## src/rtl/uarch_pkg.sv

```systemverilog
// Shared micro-architecture types: CPU widths, the instruction packet
// and the data-memory controller state encoding.
package uarch_pkg;

    localparam int CPU_ADDR_BITS = 32;
    localparam int CPU_DATA_BITS = 32;

    typedef struct packed {
        logic [15:0] pc;
        logic [4:0]  rd;
        logic [2:0]  funct3;
        logic [7:0]  rob_id;
    } instruction_t;

    typedef enum logic [1:0] {
        IDLE  = 2'd0,
        REQ   = 2'd1,
        LDATA = 2'd2,
        RESP  = 2'd3
    } dmem_state_e;

endpackage

```

## src/rtl/dmem_ctrl.sv

```systemverilog
// Single-port data-memory controller: arbitrates LSQ loads and committed-store
// drains onto one dcache port and returns load words over a valid/ready handshake.
module dmem_ctrl
    import uarch_pkg::*;
(
    input  logic                     clk,
    input  logic                     rst,
    input  logic                     flush,
    input  logic                     ld_req_val,
    output logic                     ld_req_rdy,
    input  logic [CPU_ADDR_BITS-1:0] ld_req_addr,
    input  instruction_t             ld_req_pkt,
    input  logic                     st_req_val,
    output logic                     st_req_rdy,
    input  logic [CPU_ADDR_BITS-1:0] st_req_addr,
    input  logic [CPU_DATA_BITS-1:0] st_req_data,
    input  logic [3:0]               st_req_be,
    output logic                     st_done,
    output logic [CPU_ADDR_BITS-1:0] dcache_addr,
    output logic                     dcache_re,
    output logic [CPU_DATA_BITS-1:0] dcache_din,
    output logic [3:0]               dcache_we,
    input  logic                     dcache_stall,
    input  logic [CPU_DATA_BITS-1:0] dcache_dout,
    output logic                     dmem_valid,
    input  logic                     dmem_rdy,
    output instruction_t             dmem_packet,
    output logic [CPU_DATA_BITS-1:0] dmem_rdata
);

    dmem_state_e              state_q, state_d;
    logic [CPU_ADDR_BITS-1:0] addr_q, addr_d;
    logic [CPU_DATA_BITS-1:0] data_q, data_d;
    logic [3:0]               be_q, be_d;
    instruction_t             pkt_q, pkt_d;
    logic [CPU_DATA_BITS-1:0] rdata_q, rdata_d;
    logic                     is_ld_q, is_ld_d;
    logic                     killed_q, killed_d;
    logic                     last_st_q, last_st_d;

    logic ld_eligible;
    logic grant_st;
    logic grant_ld;

    // A flushed load never competes; a waiting store wins unless it went last.
    assign ld_eligible = ld_req_val && !flush;
    assign grant_st    = (state_q == IDLE) && st_req_val && (!ld_eligible || !last_st_q);
    assign grant_ld    = (state_q == IDLE) && ld_eligible && !grant_st;

    always_comb begin
        state_d    = state_q;
        addr_d     = addr_q;
        data_d     = data_q;
        be_d       = be_q;
        pkt_d      = pkt_q;
        rdata_d    = rdata_q;
        is_ld_d    = is_ld_q;
        killed_d   = killed_q;
        last_st_d  = last_st_q;
        ld_req_rdy = 1'b0;
        st_req_rdy = 1'b0;
        st_done    = 1'b0;

        case (state_q)
            IDLE: begin
                if (grant_st) begin
                    st_req_rdy = 1'b1;
                    addr_d     = st_req_addr;
                    data_d     = st_req_data;
                    be_d       = st_req_be;
                    is_ld_d    = 1'b0;
                    killed_d   = 1'b0;
                    last_st_d  = 1'b1;
                    state_d    = REQ;
                end else if (grant_ld) begin
                    ld_req_rdy = 1'b1;
                    addr_d     = ld_req_addr;
                    data_d     = '0;
                    be_d       = '0;
                    pkt_d      = ld_req_pkt;
                    is_ld_d    = 1'b1;
                    killed_d   = 1'b0;
                    last_st_d  = 1'b0;
                    state_d    = REQ;
                end
            end
            REQ: begin
                // The cache access cannot be aborted, so a flush only marks the load.
                if (flush) begin
                    killed_d = 1'b1;
                end
                if (!dcache_stall) begin
                    if (is_ld_q) begin
                        state_d = LDATA;
                    end else begin
                        st_done = 1'b1;
                        state_d = IDLE;
                    end
                end
            end
            LDATA: begin
                rdata_d = dcache_dout;
                if (flush) begin
                    killed_d = 1'b1;
                end
                state_d = (killed_q || flush) ? IDLE : RESP;
            end
            RESP: begin
                if (dmem_rdy || flush) begin
                    state_d = IDLE;
                end
            end
            default: state_d = IDLE;
        endcase
    end

    always_ff @(posedge clk or posedge rst) begin
        if (rst) begin
            state_q   <= IDLE;
            addr_q    <= '0;
            data_q    <= '0;
            be_q      <= '0;
            pkt_q     <= '0;
            rdata_q   <= '0;
            is_ld_q   <= 1'b0;
            killed_q  <= 1'b0;
            last_st_q <= 1'b0;
        end else begin
            state_q   <= state_d;
            addr_q    <= addr_d;
            data_q    <= data_d;
            be_q      <= be_d;
            pkt_q     <= pkt_d;
            rdata_q   <= rdata_d;
            is_ld_q   <= is_ld_d;
            killed_q  <= killed_d;
            last_st_q <= last_st_d;
        end
    end

    // Cache port is decoded from state and held registers only, so it stays put across stalls.
    assign dcache_re   = (state_q == REQ) && is_ld_q;
    assign dcache_we   = (state_q == REQ && !is_ld_q) ? be_q : 4'b0000;
    assign dcache_addr = (state_q == REQ) ? addr_q : '0;
    assign dcache_din  = (state_q == REQ && !is_ld_q) ? data_q : '0;
    assign dmem_valid  = (state_q == RESP);
    assign dmem_packet = pkt_q;
    assign dmem_rdata  = rdata_q;

endmodule

```

## config.mk

```make
export PLATFORM = sky130hd
export DESIGN_NAME = dmem_ctrl
export DESIGN_NICKNAME = d
export VERILOG_FILES = /design/src/rtl/uarch_pkg.sv /design/src/rtl/dmem_ctrl.sv
export SDC_FILE = /design/constraint.sdc
export NUM_CORES = 1
export LEC_CHECK = 0
export BUFFER_PORTS_ARGS = -buffer_cell sky130_fd_sc_hd__buf_2
export CAP_MARGIN = 10
export CORE_AREA = 2 2 122 124
export DETAILED_ROUTE_END_ITERATION = 8
export DIE_AREA = 0 0 124 126
export GPL_TIMING_DRIVEN = 0
export PLACE_DENSITY_LB_ADDON = 0.3
export SLEW_MARGIN = 20
export SYNTH_ARGS = -nofsm -noshare
export SYNTH_HDL_FRONTEND = slang
export SYNTH_SLANG_ARGS = --single-unit
```

## constraint.sdc

```tcl
create_clock -name clk -period 3.9 [get_ports clk]
set_clock_uncertainty 0.05 [all_clocks]
set_input_delay 0.39 -clock clk [delete_from_list [all_inputs] [get_ports clk]]
set_output_delay 0.39 -clock clk [all_outputs]
set_load 0.01 [all_outputs]
```

# Word-level counts from Yosys, hierarchy flattened
# Index checks and enable logic that the tools add are counted.
word_totals:
  reg_bits: 137
  inputBits: 171
  output_inout_bits: 137
  elab_cells: 74
classes:
  eq_ne: 7
  n_mux: 31
  n_bitwise: 1
  reduce_logical: 23
op_table:
  columns: ["operator", "count"]
  rows:
  - ["two-way mux 32 bit", 6]
  - ["two-way mux 1 bit", 14]
  - ["two-way mux 2 bit", 6]
  - ["two-way mux 4 bit", 3]
  - ["AND reduction 3 bit", 3]
  - ["case mux 2 bit (4 select lines)", 1]
  - ["logical AND 1 bit", 7]
  - ["zero test 1 bit", 5]
  - ["equality test 2 bit (second input constant)", 2]
  - ["inequality test 2 x 1 -> 1 bit (second input constant)", 2]
  - ["nonzero test 2 bit", 2]
  - ["logical OR 1 bit", 3]
  - ["inequality test 3 bit (second input constant)", 1]
  - ["equality test 2 x 1 -> 1 bit (second input constant)", 1]
  - ["zero test 2 bit", 1]
  - ["inequality test 2 bit (second input constant)", 1]
  - ["case mux 1 bit (2 select lines)", 1]
  - ["AND reduction 2 bit", 1]
  - ["OR reduction 2 bit", 1]
  - ["NOT 1 bit", 1]

# Longest topological paths before layout
# Gate-level depths: netlist of run 1.
logic_depth:
  ltp_word: 10
  depth_mapped: 10
  depth_no_buf: 7

# Worst setup path after synthesis of run 1
# Ideal clock, no wire load.
synth_timing:
  path_type: "register to output"
  startpoint: "reg state_q[1]"
  endpoint: "out dcache_din[10]"
  t_arrival_ns: 1.467
  t_required_ns: 3.460
  slack_ns: 1.993
  path_stages_with_launch: 7
  n_path_buf: 2
  cell_sequence: "dfrtp_1 inv_1 ha_1 nor2b_1 clkbuf_1 clkbuf_1 and2_1"
synth_between:
  elab_chain_cells: 3
synth_rtl:
  columns: ["item", "line", "source"]
  rows:
  - ["start: declaration", "dmem_ctrl.sv:31", "dmem_state_e state_q, state_d;"]
  - ["start signal: assignment", "dmem_ctrl.sv:129", "state_q <= state_d;"]
  - ["equality test 2 x 1 -> 1 bit", "dmem_ctrl.sv:145", "assign dcache_din = (state_q == REQ && !is_ld_q) ? data_q : '0;"]
  - ["logical AND 1 bit", "dmem_ctrl.sv:145", null]
  - ["two-way mux 32 bit", "dmem_ctrl.sv:145", null]
  - ["end: declaration", "dmem_ctrl.sv:21", "output logic [CPU_DATA_BITS-1:0] dcache_din,"]
# No other way between the ends.

# Final worst setup path of run 1
# Same ends and word-level chain as after synthesis.

==> results of run 1 <==
-- flip-flops by register name, summed over array words and instances, names as in the netlist --
name and flops:
addr_q 32, be_q 4, data_q 32, dmem_packet 32, dmem_rdata 32, is_ld_q 1
killed_q 1, last_st_q 1, state_q 2
-- report_power, final --
| group | leakage (uW) | switching (uW) | internal, uW |
|---|---|---|---|
| Clock | 0.000265 | 642 | 908 |
| Combinational | 0.00246 | 1500 | 1410 |
| Sequential | 0.00166 | 333 | 2110 |
| Total | 0.00439 | 2480 | 4420 |
-- stage by stage --
| step | power (uW) | cell area, um2 |
|---|---|---|
| global route | 7398 | 8247 |
| detailed placement | 5409 | 7656 |
| finish | 6903 | 8247 |
| CTS | 6999 | 8244 |
| floorplan | 4210 | 5809 |
| global placement | 5281 | 7576 |
-- repair_timing --
action | CTS | global route
endpoints found under the hold margin | 13 | 0
setup buffers | 0 | 0
hold buffers | 1 | 0
endpoints found under the setup margin | 0 | 0
-- critical path, cell delays in order (launching register included) --
cell and delay, ns:
sky130_fd_sc_hd__dfrtp_1 0.41, sky130_fd_sc_hd__inv_1 0.11, sky130_fd_sc_hd__ha_1 0.39, sky130_fd_sc_hd__nor2b_1 0.18, sky130_fd_sc_hd__clkbuf_1 0.34, sky130_fd_sc_hd__clkbuf_1 0.35, sky130_fd_sc_hd__and2_1 0.21, sky130_fd_sc_hd__buf_2 0.14
-- cell families after synthesis --
group | Yosys count
compound gates | 84
simple gates | 96
flops | 137
mux | 66
buf+inv | 64
fa+ha+maj | 5
-- cell type report --
class                   count  area share [%]
multi-input cells         251           25.11
clock inverters            14           1.684
flip-flops and latches    137           41.57
inverters                  31           1.457
repair buffers            312           19.72
clock buffers              18           5.325
plain buffers              33           2.306
well taps                 184           2.792
diodes                      1         0.03034
-- cells in the mapped netlist, types with 4 or more instances --
master                     instances
sky130_fd_sc_hd__dfrtp_1         137
sky130_fd_sc_hd__and2_1           68
sky130_fd_sc_hd__mux2_2           65
sky130_fd_sc_hd__a22o_1           36
sky130_fd_sc_hd__inv_1            30
sky130_fd_sc_hd__a222oi_1         26
sky130_fd_sc_hd__a21oi_1          17
sky130_fd_sc_hd__buf_2            14
sky130_fd_sc_hd__clkbuf_1         10
sky130_fd_sc_hd__nor2_1           10
sky130_fd_sc_hd__nand2_1           9
sky130_fd_sc_hd__buf_4             5
sky130_fd_sc_hd__ha_1              5
sky130_fd_sc_hd__buf_6             4
-- worst max-delay path by stage --
stage	from	end	slack, ns	cells past startpoint
final	state_q[1]$_DFFE_PP0P_	dcache_din[10]	0.92	7
after global routing	state_q[1]$_DFFE_PP0P_	dcache_din[16]	0.69	7
after CTS	state_q[1]$_DFFE_PP0P_	dcache_din[10]	0.84	7
after detailed placement	state_q[1]$_DFFE_PP0P_	dcache_din[10]	1.30	7
after global placement	rst	addr_q[10]$_DFFE_PP0P_	0.93	2
after floorplan	rst	addr_q[0]$_DFFE_PP0P_	1.75	1
-- metal layers --
| layer | track usage [%] | part of all wire, % |
|---|---|---|
| met2 | 35.91 | 50 |
| met3 | 6.522 | 9.0 |
| met1 | 24.80 | 39 |
| met4 | 8.196 | 2.4 |
| met5 | 0 | 0 |
==> summary.txt, run 1 <==
GRT Resource Usage Total: 21.12%
Number of placed instances with taps included: 947
Actual slew at the worst max-slew pin: 0.5253 ns
Worst-path clk slew: 0.06 ns
Relative slew slack: 64.75%
Post-synthesis adder-cell area fraction: 1.078%
Post-Synth Simple-Gate Area: 9.677%
Effective utilization at floorplan: 40.56%
Final Non-Filler Cells: 981
Maximum buffer depth of the clock tree: 2
Number of buffer cells added on primary ports: 307
Worst hold endpoint: addr_q[15]$_DFFE_PP0P_
Area growth from synthesis to layout: 42.05%
Total Wirelength: 16520 um
Post-route DRC violation count: 0
Number of warning messages in the yosys log: 0
Final total negative setup slack: 0 ns
Number of vias per cell after detailed routing: 5.016
CTS Buf Count: 17
Period utilization: 76.51%
Grt ovf: 0
Dominant cell type by area after synthesis: sky130_fd_sc_hd__dfrtp_1
Area of the core region: 14310 um2
CTS tree: done
Largest family of logic cells by synthesized area: multiplexers
Kind of launch point of the worst setup path: register
Die outline area: 15620 um2
Post_cts resized: 0
Min setup slack post-route: 0.9161 ns
Number of clock sinks: 137
RD Place Congestion: 0.8322
Syn Area/Cell: 12.84 um2
Number of different library cells in the post-synthesis netlist: 28
Combined area of the multi-input logic cells: 2071 um2
Worst IR drop on VDD: 0.3687 mV
Total number of vias: 4921
Buffer type at the clock tree root: sky130_fd_sc_hd__clkbuf_16
Fraction of synthesized area in multiplexers: 12.78%
Setup slack at placement: 1.297 ns
Compound-cell area share of the yosys netlist: 12.13%
Tightest hold margin: 0.1437 ns
Pins over their slew limit: 0
Number of cells traversed by the worst hold path: 3
Type of the worst min-delay path: in2reg
DPL Wire Length: 12820 um
Synthesized instance count: 452
Arrival @ worst endpoint: 2.54 ns
Antenna violations before repair: 1
Largest net degree at the start of global routing: 34
Number of filler instances in the final layout: 1230
Commonest cells after routing, fill and taps aside: 321 x sky130_fd_sc_hd__buf_2, 137 x sky130_fd_sc_hd__dfrtp_1, 68 x sky130_fd_sc_hd__and2_1
Reg-to-reg critical path endpoint: addr_q[17]$_DFFE_PP0P_
Startpoint of the worst register-to-register path: state_q[0]$_DFFE_PP0P_
Hold Fails Final Rpt: 0
Max-cap violation count: 0
Origin of the worst min-delay path: st_req_addr[15]
Predominant post-synthesis flop cell: sky130_fd_sc_hd__dfrtp_1
Startpoint-to-endpoint class of the critical path: reg2out
Number of iterations in the first detailed-routing pass: 7
Source-to-sink clock delay at the later pin of the worst-skew pair: 0.41 ns
Mapped Area: 5806 um2
Most common cell after layout, fill and taps aside: sky130_fd_sc_hd__buf_2
Core Rows: 44
Wire per inst: 16.83 um
Final setup violation count: 0
Floorplan die width: 124 um
Yosys reg bits: 137
Post-synth EDFFs: 0
Required time reported for the critical path endpoint: 3.46 ns
Largest fanout on the critical path: 10
Portion of the post-synthesis area used by sequential elements: 59.05%
Critical path endpoint category: primary output
First-pass GRT wire length: 25260 um
Nets: 959
CTS H-Tree Depth: 4
Drt first-iter violations: 297
Layout Utilization: 57.61%
Sequential cell area: 3428 um2
Fraction of registers with async set/reset: 100.0%
Setup slack of the most critical reg-to-reg path: 1.83 ns
Ranking of synthesized cells by area: sky130_fd_sc_hd__dfrtp_1 59%, sky130_fd_sc_hd__mux2_2 13%, sky130_fd_sc_hd__and2_1 7.3%
Highest Clock Rate: 0.3351 GHz
Yosys top cell area share: 59.05%
Number of global-route vias before repair: 4969
Nets in the synthesized netlist: 628
Outcome: finished clean
Setup repair after global routing missed its margin: no
Number of cell instances on the worst register-to-register path: 10
Area share of xor/xnor cells in the synthesized design: 0%
Die height: 126 um
Power Dens Cells: 837.1 nW/um2
Minimum clock period: 2.984 ns
Number of nets with antenna violations after routing: 0
Layout cell share with drive strength beyond 1: 54.65%
Number of placed I/O pins: 308
Static leakage power: 0.004386 uW
Note: power is estimated with default switching activity, not from simulation.
==> run 2, diff against run 1 <==
ABC_AREA = 1   (was default)
CORE_AREA = 2 2 118 120   (was 2 2 122 124)
DIE_AREA = 0 0 120 122   (was 0 0 124 126)
clock period = 2.94 ns   (was 3.9 ns; I/O delays follow)
==> summary.txt, run 2 <==
Number of vias per cell after detailed routing: 4.684 (-6.6%)
Core Rows: 43 (-2.3%)
Final setup violation count: 0 (unchanged)
Number of different library cells in the post-synthesis netlist: 19 (-32%)
Most common cell after layout, fill and taps aside: sky130_fd_sc_hd__buf_2
Instance area after placement: 7890 um2 (+3.1%)
Buffer type at the clock tree root: sky130_fd_sc_hd__clkbuf_16
Total Wirelength: 17160 um (+3.9%)
Nets in the synthesized netlist: 879 (+40%)
Total number of vias: 5743 (+17%)
Mapped Area: 6045 um2 (+4.1%)
Drt first-iter violations: 256 (-14%)
Synthesized instance count: 703 (+56%)
Setup repair after global routing missed its margin: no
Relative slew slack: 64.27% (-0.48 points)
Layout Utilization: 62.70% (+5.1 points)
Pins over their slew limit: 0 (unchanged)
Required time reported for the critical path endpoint: 2.60 ns (-0.86 ns)
DPL Wire Length: 13170 um (+2.7%)
Post-route DRC violation count: 0 (unchanged)
Fraction of registers with async set/reset: 100.0% (unchanged)
Largest stage delay, worst path: 0.41 ns (about the same)
Max-cap violation count: 0 (unchanged)
Hold Fails Final Rpt: 0 (unchanged)
Antenna violations before repair: 0 (-1)
Crit-path leading delay family: buffers and inverters
Yosys top cell area share: 56.72% (-2.3 points)
Number of buffer cells added on primary ports: 307 (unchanged)
CTS tree: done
Area of the core region: 13500 um2 (-5.7%)
CTS H-Tree Depth: 4 (unchanged)
Commonest cells after routing, fill and taps aside: 325 x sky130_fd_sc_hd__buf_2, 254 x sky130_fd_sc_hd__nand2_1, 137 x sky130_fd_sc_hd__dfrtp_1
Period utilization: 95.50%
Launching element of the worst setup path: state_q[1]$_DFFE_PP0P_
CTS Buf Count: 17 (unchanged)
Actual slew at the worst max-slew pin: 0.5349 ns (+0.009585 ns)
Maximum buffer depth of the clock tree: 2 (unchanged)
Largest net degree at the start of global routing: 33 (-2.9%)
Arrival @ worst endpoint: 2.46 ns (-0.08 ns)
Cell with the biggest individual delay on the critical path: sky130_fd_sc_hd__dfrtp_1
Die outline area: 14640 um2 (-6.3%)
Kind of launch point of the worst setup path: register
Number of global-route vias before repair: 5528 (+11%)
Predominant post-synthesis flop cell: sky130_fd_sc_hd__dfrtp_1
Dominant cell type by area after synthesis: sky130_fd_sc_hd__dfrtp_1
Static leakage power: 0.004985 uW (+14%)
Source-to-sink clock delay at the later pin of the worst-skew pair: 0.41 ns (about the same)
Layout cell share with drive strength beyond 1: 38.56% (-16 points)
Die height: 122 um (-3.2%)
First-pass GRT wire length: 26820 um (+6.2%)
Post-synth EDFFs: 0 (unchanged)
Yosys reg bits: 137 (unchanged)
Syn Area/Cell: 8.598 um2 (-33%)
Post-synth top cells: 255 x sky130_fd_sc_hd__nand2_1, 137 x sky130_fd_sc_hd__dfrtp_1, 88 x sky130_fd_sc_hd__inv_1
Number of iterations in the first detailed-routing pass: 5 (-2)
Most frequent CP cell: sky130_fd_sc_hd__clkbuf_1
Type of the worst min-delay path: in2reg
Wire per inst: 14.00 um (-17%)
Highest Clock Rate: 0.3562 GHz
Effective utilization at floorplan: 44.76% (+4.2 points)
Startpoint of the worst register-to-register path: state_q[0]$_DFFE_PP0P_
CP cell instances: inv_1 > ha_1 > clkbuf_1 > nand2_2 > clkbuf_1 > nor2_1 > buf_2
Nets: 1210 (+26%)
Worst-path clk slew: 0.06 ns (about the same)
Origin of the worst min-delay path: ld_req_pkt[0]
Number of warning messages in the yosys log: 0 (unchanged)
Number of placed I/O pins: 308 (unchanged)
Outcome: finished clean
GRT Resource Usage Total: 23.55% (+2.4 points)
Number of nets with antenna violations after routing: 0 (unchanged)
Floorplan die width: 120 um (-3.2%)
Minimum clock period: 2.808 ns
Startpoint-to-endpoint class of the critical path: reg2out
Buffers and inverters on the worst path: 4 (unchanged)
Portion of the post-synthesis area used by sequential elements: 56.72% (-2.3 points)
Worst IR drop on VDD: 0.5848 mV (+59%)
Most used standard cell by instance count after synthesis: sky130_fd_sc_hd__nand2_1
Area growth from synthesis to layout: 40.07%
Final non-filler cell area: 8467 um2 (+2.7%)
Ranking of synthesized cells by area: sky130_fd_sc_hd__dfrtp_1 57%, sky130_fd_sc_hd__nand2_1 16%, sky130_fd_sc_hd__mux2_2 6.0%
Critical path endpoint category: primary output
Grt ovf: 0 (unchanged)
RD Place Congestion: 0.8378 (+0.67%)
Power Dens Cells: 1104 nW/um2 (+32%)
Number of clock sinks: 137 (unchanged)
Largest fanout on the critical path: 10 (unchanged)
-- run 2: cell count changes in the layout (fill, tap and decap cells not counted), moves of 32 or more --
cell	delta
sky130_fd_sc_hd__o21ai_0	+32
sky130_fd_sc_hd__nand3_1	+63
sky130_fd_sc_hd__and2_1	-68
sky130_fd_sc_hd__nand2_1	+245
sky130_fd_sc_hd__mux2_2	-33
sky130_fd_sc_hd__a22o_1	-36
sky130_fd_sc_hd__inv_1	+58
-- run 2: logic make-up after synthesis --
family	share of synthesized area [%]
simple gates	24.20
compound gates	3.271
mux	5.962
buf+inv	8.818
flops	56.72
fa+ha+maj	1.035
-- run 2: repair_timing --
action                     CTS  global route
gates resized for setup      1             0
buffers inserted             0             0
setup endpoints to repair    1             0
hold endpoints to repair    21             0
hold buffers                 1             0
-- run 2: routing by layer --
metal / vias up / track usage [%] / routed length [um] / share of wire (%)
li1: 2809 / - / - / -
met1: 2659 / 27.96 / 6788 / 40
met2: 250 / 41.19 / 8695 / 51
met3: 25 / 6.695 / 1374 / 8.0
met4: 0 / 7.868 / 302 / 1.8
met5: - / 0 / 0 / 0
-- run 2: report_power, final --
group          switching (uW)  leakage, uW  internal [uW]
Combinational            2480      0.00303           1620
Sequential                415      0.00169           2800
Clock                     755     0.000268           1280
-- run 2: path summary, 6_finish.rpt --
path,endpoint,slack [ns],depth (start not counted)
min in group asynchronous,dmem_rdata[9]$_DFFE_PP0N_,0.43,3
worst max-delay path,dcache_din[2],0.13,7
worst min-delay path,dmem_packet[0]$_DFFE_PP0P_,0.03,3
worst max register to register,data_q[18]$_DFFE_PP0P_,1.02,8
max in group asynchronous,data_q[23]$_DFFE_PP0P_,1.65,5
worst min register to register,dmem_packet[19]$_DFFE_PP0P_,0.42,2
-- run 2: layout make-up --
class                           instances  area [um2]
Clock buffer                           22       464.2
Tap cell                              180       225.2
Antenna cell                            1       2.502
Inverter                               92       349.1
Fill cell                            1211        5037
Clock inverter                          8       97.59
Sequential cell                       137        3428
Buffer                                 37       187.7
Multi-Input combinational cell        437        2086
Timing Repair Buffer                  312        1627
-- run 2: stage by stage --
stage	TNS, ns	worst slack [ns]	total power, uW	hold WS [ns]	std cells
detailed placement	0	0.4054	7357	0.3208	1194
finish	0	0.1324	9348	0.02552	1226
CTS	0	0.08688	9432	0.007654	1225
global route	0	0.005425	10090	0.01706	1225
global placement	-0.1642	-0.004752	7243	0.4072	1190
floorplan	0	0.8889	5743	0.3536	703
-- run 2: worst min-delay path, delay by kind of cell --
| family | cells | cell delay, ns |
|---|---|---|
| AND/OR/NAND/NOR | 2 | 0.08 |
| buffers and inverters | 1 | 0.07 |
==> run 3, diff against run 2 <==
HOLD_SLACK_MARGIN = 0.03   (was default)
==> summary.txt, run 3 (synthesized netlist as in run 2, its figures left out) <==
Outcome: finished clean
Max-cap violation count: 0 (unchanged)
Period utilization: 95.84% (+0.34 points)
Largest net degree at the start of global routing: 33 (unchanged)
Drt first-iter violations: 284 (+11%)
Critical path endpoint category: primary output
Layout cell share with drive strength beyond 1: 37.31% (-1.2 points)
Most frequent CP cell: sky130_fd_sc_hd__clkbuf_1
Logic pwr share: 44.3% (+0.4 points)
Worst IR drop on VDD: 0.5320 mV (-9.0%)
Actual slew at the worst max-slew pin: 0.5339 ns (-0.0009573 ns)
Total number of vias: 5961 (+3.8%)
Clock network fraction of total power: 21.5% (-0.2 points)
Required time reported for the critical path endpoint: 2.60 ns (about the same)
Startpoint-to-endpoint class of the critical path: reg2out
Maximum buffer depth of the clock tree: 2 (unchanged)
Effective utilization at floorplan: 44.76% (unchanged)
Final setup violation count: 0 (unchanged)
Floorplan die width: 120 um (unchanged)
Proportion of total power due to net switching: 39.34% (+0.25 points)
Number of vias per cell after detailed routing: 4.727 (+0.91%)
Post-route DRC violation count: 0 (unchanged)
GRT Resource Usage Total: 24.98% (+1.4 points)
Die outline area: 14640 um2 (unchanged)
CP cell instances: inv_1 > ha_1 > clkbuf_1 > nand2_2 > clkbuf_1 > nor2_1 > buf_2
Antenna violations before repair: 0 (unchanged)
Setup slack at placement: 0.4054 ns (unchanged)
Minimum clock period: 2.818 ns (+0.009936 ns)
Die height: 122 um (unchanged)
Final Non-Filler Cells: 1261 (+2.9%)
Relative slew slack: 64.33% (about the same)
Largest stage delay, worst path: 0.41 ns (about the same)
Internal Power: 5725 uW (+0.55%)
Grt ovf: 0 (unchanged)
Hold Fails Final Rpt: 0 (unchanged)
Area growth from synthesis to layout: 45.87%
Kind of launch point of the worst setup path: register
Final total negative setup slack: 0 ns (unchanged)
Highest Clock Rate: 0.3549 GHz (-0.35%)
Setup repair after global routing missed its margin: no
Arrival @ worst endpoint: 2.47 ns (about the same)
Number of iterations in the first detailed-routing pass: 5 (unchanged)
Number of buffer cells added on primary ports: 307 (unchanged)
Worst-path clk slew: 0.06 ns (about the same)
RD Place Congestion: 0.8378 (unchanged)
Buffer type at the clock tree root: sky130_fd_sc_hd__clkbuf_16
CTS tree: done
Number of global-route vias before repair: 5839 (+5.6%)
Largest fanout on the critical path: 10 (unchanged)
Area of the core region: 13500 um2 (unchanged)
Cell with the biggest individual delay on the critical path: sky130_fd_sc_hd__dfrtp_1
Number of placed I/O pins: 308 (unchanged)
Sequential Power Share: 34.1% (-0.3 points)
Total Wirelength: 18160 um (+5.8%)
CTS H-Tree Depth: 4 (unchanged)
Most common cell after layout, fill and taps aside: sky130_fd_sc_hd__buf_2
Crit-path leading delay family: buffers and inverters
Number of nets with antenna violations after routing: 0 (unchanged)
Core Rows: 43 (unchanged)
Number of clock sinks: 137 (unchanged)
Setup Fix Bufs, Post-CTS: 0 (unchanged)
Min setup slack post-route: 0.1224 ns (-0.009936 ns)
Source-to-sink clock delay at the later pin of the worst-skew pair: 0.41 ns (about the same)
First-pass GRT wire length: 28450 um (+6.1%)
Pins over their slew limit: 0 (unchanged)
Nets: 1245 (+2.9%)
Power Dens Cells: 1070 nW/um2 (-3.1%)
Buffers and inverters on the worst path: 4 (unchanged)
Commonest cells after routing, fill and taps aside: 325 x sky130_fd_sc_hd__buf_2, 254 x sky130_fd_sc_hd__nand2_1, 137 x sky130_fd_sc_hd__dfrtp_1
DPL Wire Length: 13170 um (unchanged)
Switching Power: 3712 uW (+1.6%)
Static leakage power: 0.005131 uW (+2.9%)
Layout Utilization: 65.29% (+2.6 points)
Tightest hold margin: 0.04369 ns (+0.01816 ns)
Type of the worst min-delay path: in2reg
CTS Buf Count: 17 (unchanged)
Number of placed instances with taps included: 1194 (unchanged)
Wire per inst: 14.40 um (+2.9%)
==> run 3: final timing paths <==
check | from | endpoint | slack (ns) | cells past startpoint
max | state_q[1]$_DFFE_PP0P_ | dcache_din[2] | 0.12 | 7
min | st_req_data[6] | data_q[6]$_DFFE_PP0P_ | 0.04 | 3
max reg2reg | state_q[0]$_DFFE_PP0P_ | data_q[7]$_DFFE_PP0P_ | 1.00 | 8
min reg2reg | dmem_packet[23]$_DFFE_PP0P_ | dmem_packet[23]$_DFFE_PP0P_ | 0.43 | 2
max in group asynchronous | rst | data_q[23]$_DFFE_PP0P_ | 1.64 | 5
min in group asynchronous | rst | dmem_rdata[9]$_DFFE_PP0N_ | 0.43 | 3
==> run 3: timing repair <==
action                                  4_1_cts  5_1_grt
gates resized for setup                       1        0
hold endpoints to repair                     56        0
hold buffers                                 36        0
endpoints found under the setup margin        1        0
==> run 3: power groups by stage <==
stage,clock [uW],sequential (uW),combinational [uW]
2_1_floorplan,0,3380,2360
3_5_place_dp,0,3230,4130
5_1_grt,2150,3320,4690
3_3_place_gp,0,3200,4050
4_1_cts,2070,3210,4190
6_report,2030,3220,4180
==> run 3: stage by stage <==
| step | instance area [um2] | power, uW |
|---|---|---|
| finish | 8817 | 9437 |
| global route | 8815 | 10160 |
| CTS | 8815 | 9467 |
| detailed placement | 7890 | 7357 |
| global placement | 7810 | 7243 |
| floorplan | 6048 | 5743 |
==> run 3: per-layer routing <==
| layer | global-route usage (%) | wire [um] |
|---|---|---|
| met1 | 29.09 | 7123 |
| met2 | 44.74 | 9455 |
| met3 | 6.742 | 1297 |
| met4 | 8.088 | 283 |
| met5 | 0 | 0 |
==> run 3: worst register-to-register path: cells and delay by family (launching register included) <==
family	cells	cell delay, ns
AND/OR/NAND/NOR	3	0.37
buffers and inverters	3	0.55
adder cells (fa/ha/maj)	1	0.21
AO/OA/AOI/OAI	1	0.19
flip-flops	1	0.41
==> run 3: layout make-up <==
class	instances	area, um2
Tap cell	180	225.2
Fill cell	1131	4687
Multi-Input combinational cell	437	2086
Timing Repair Buffer	347	1977
Inverter	92	349.1
Sequential cell	137	3428
Clock buffer	22	464.2
Clock inverter	8	97.59
Buffer	37	187.7
Antenna cell	1	2.502
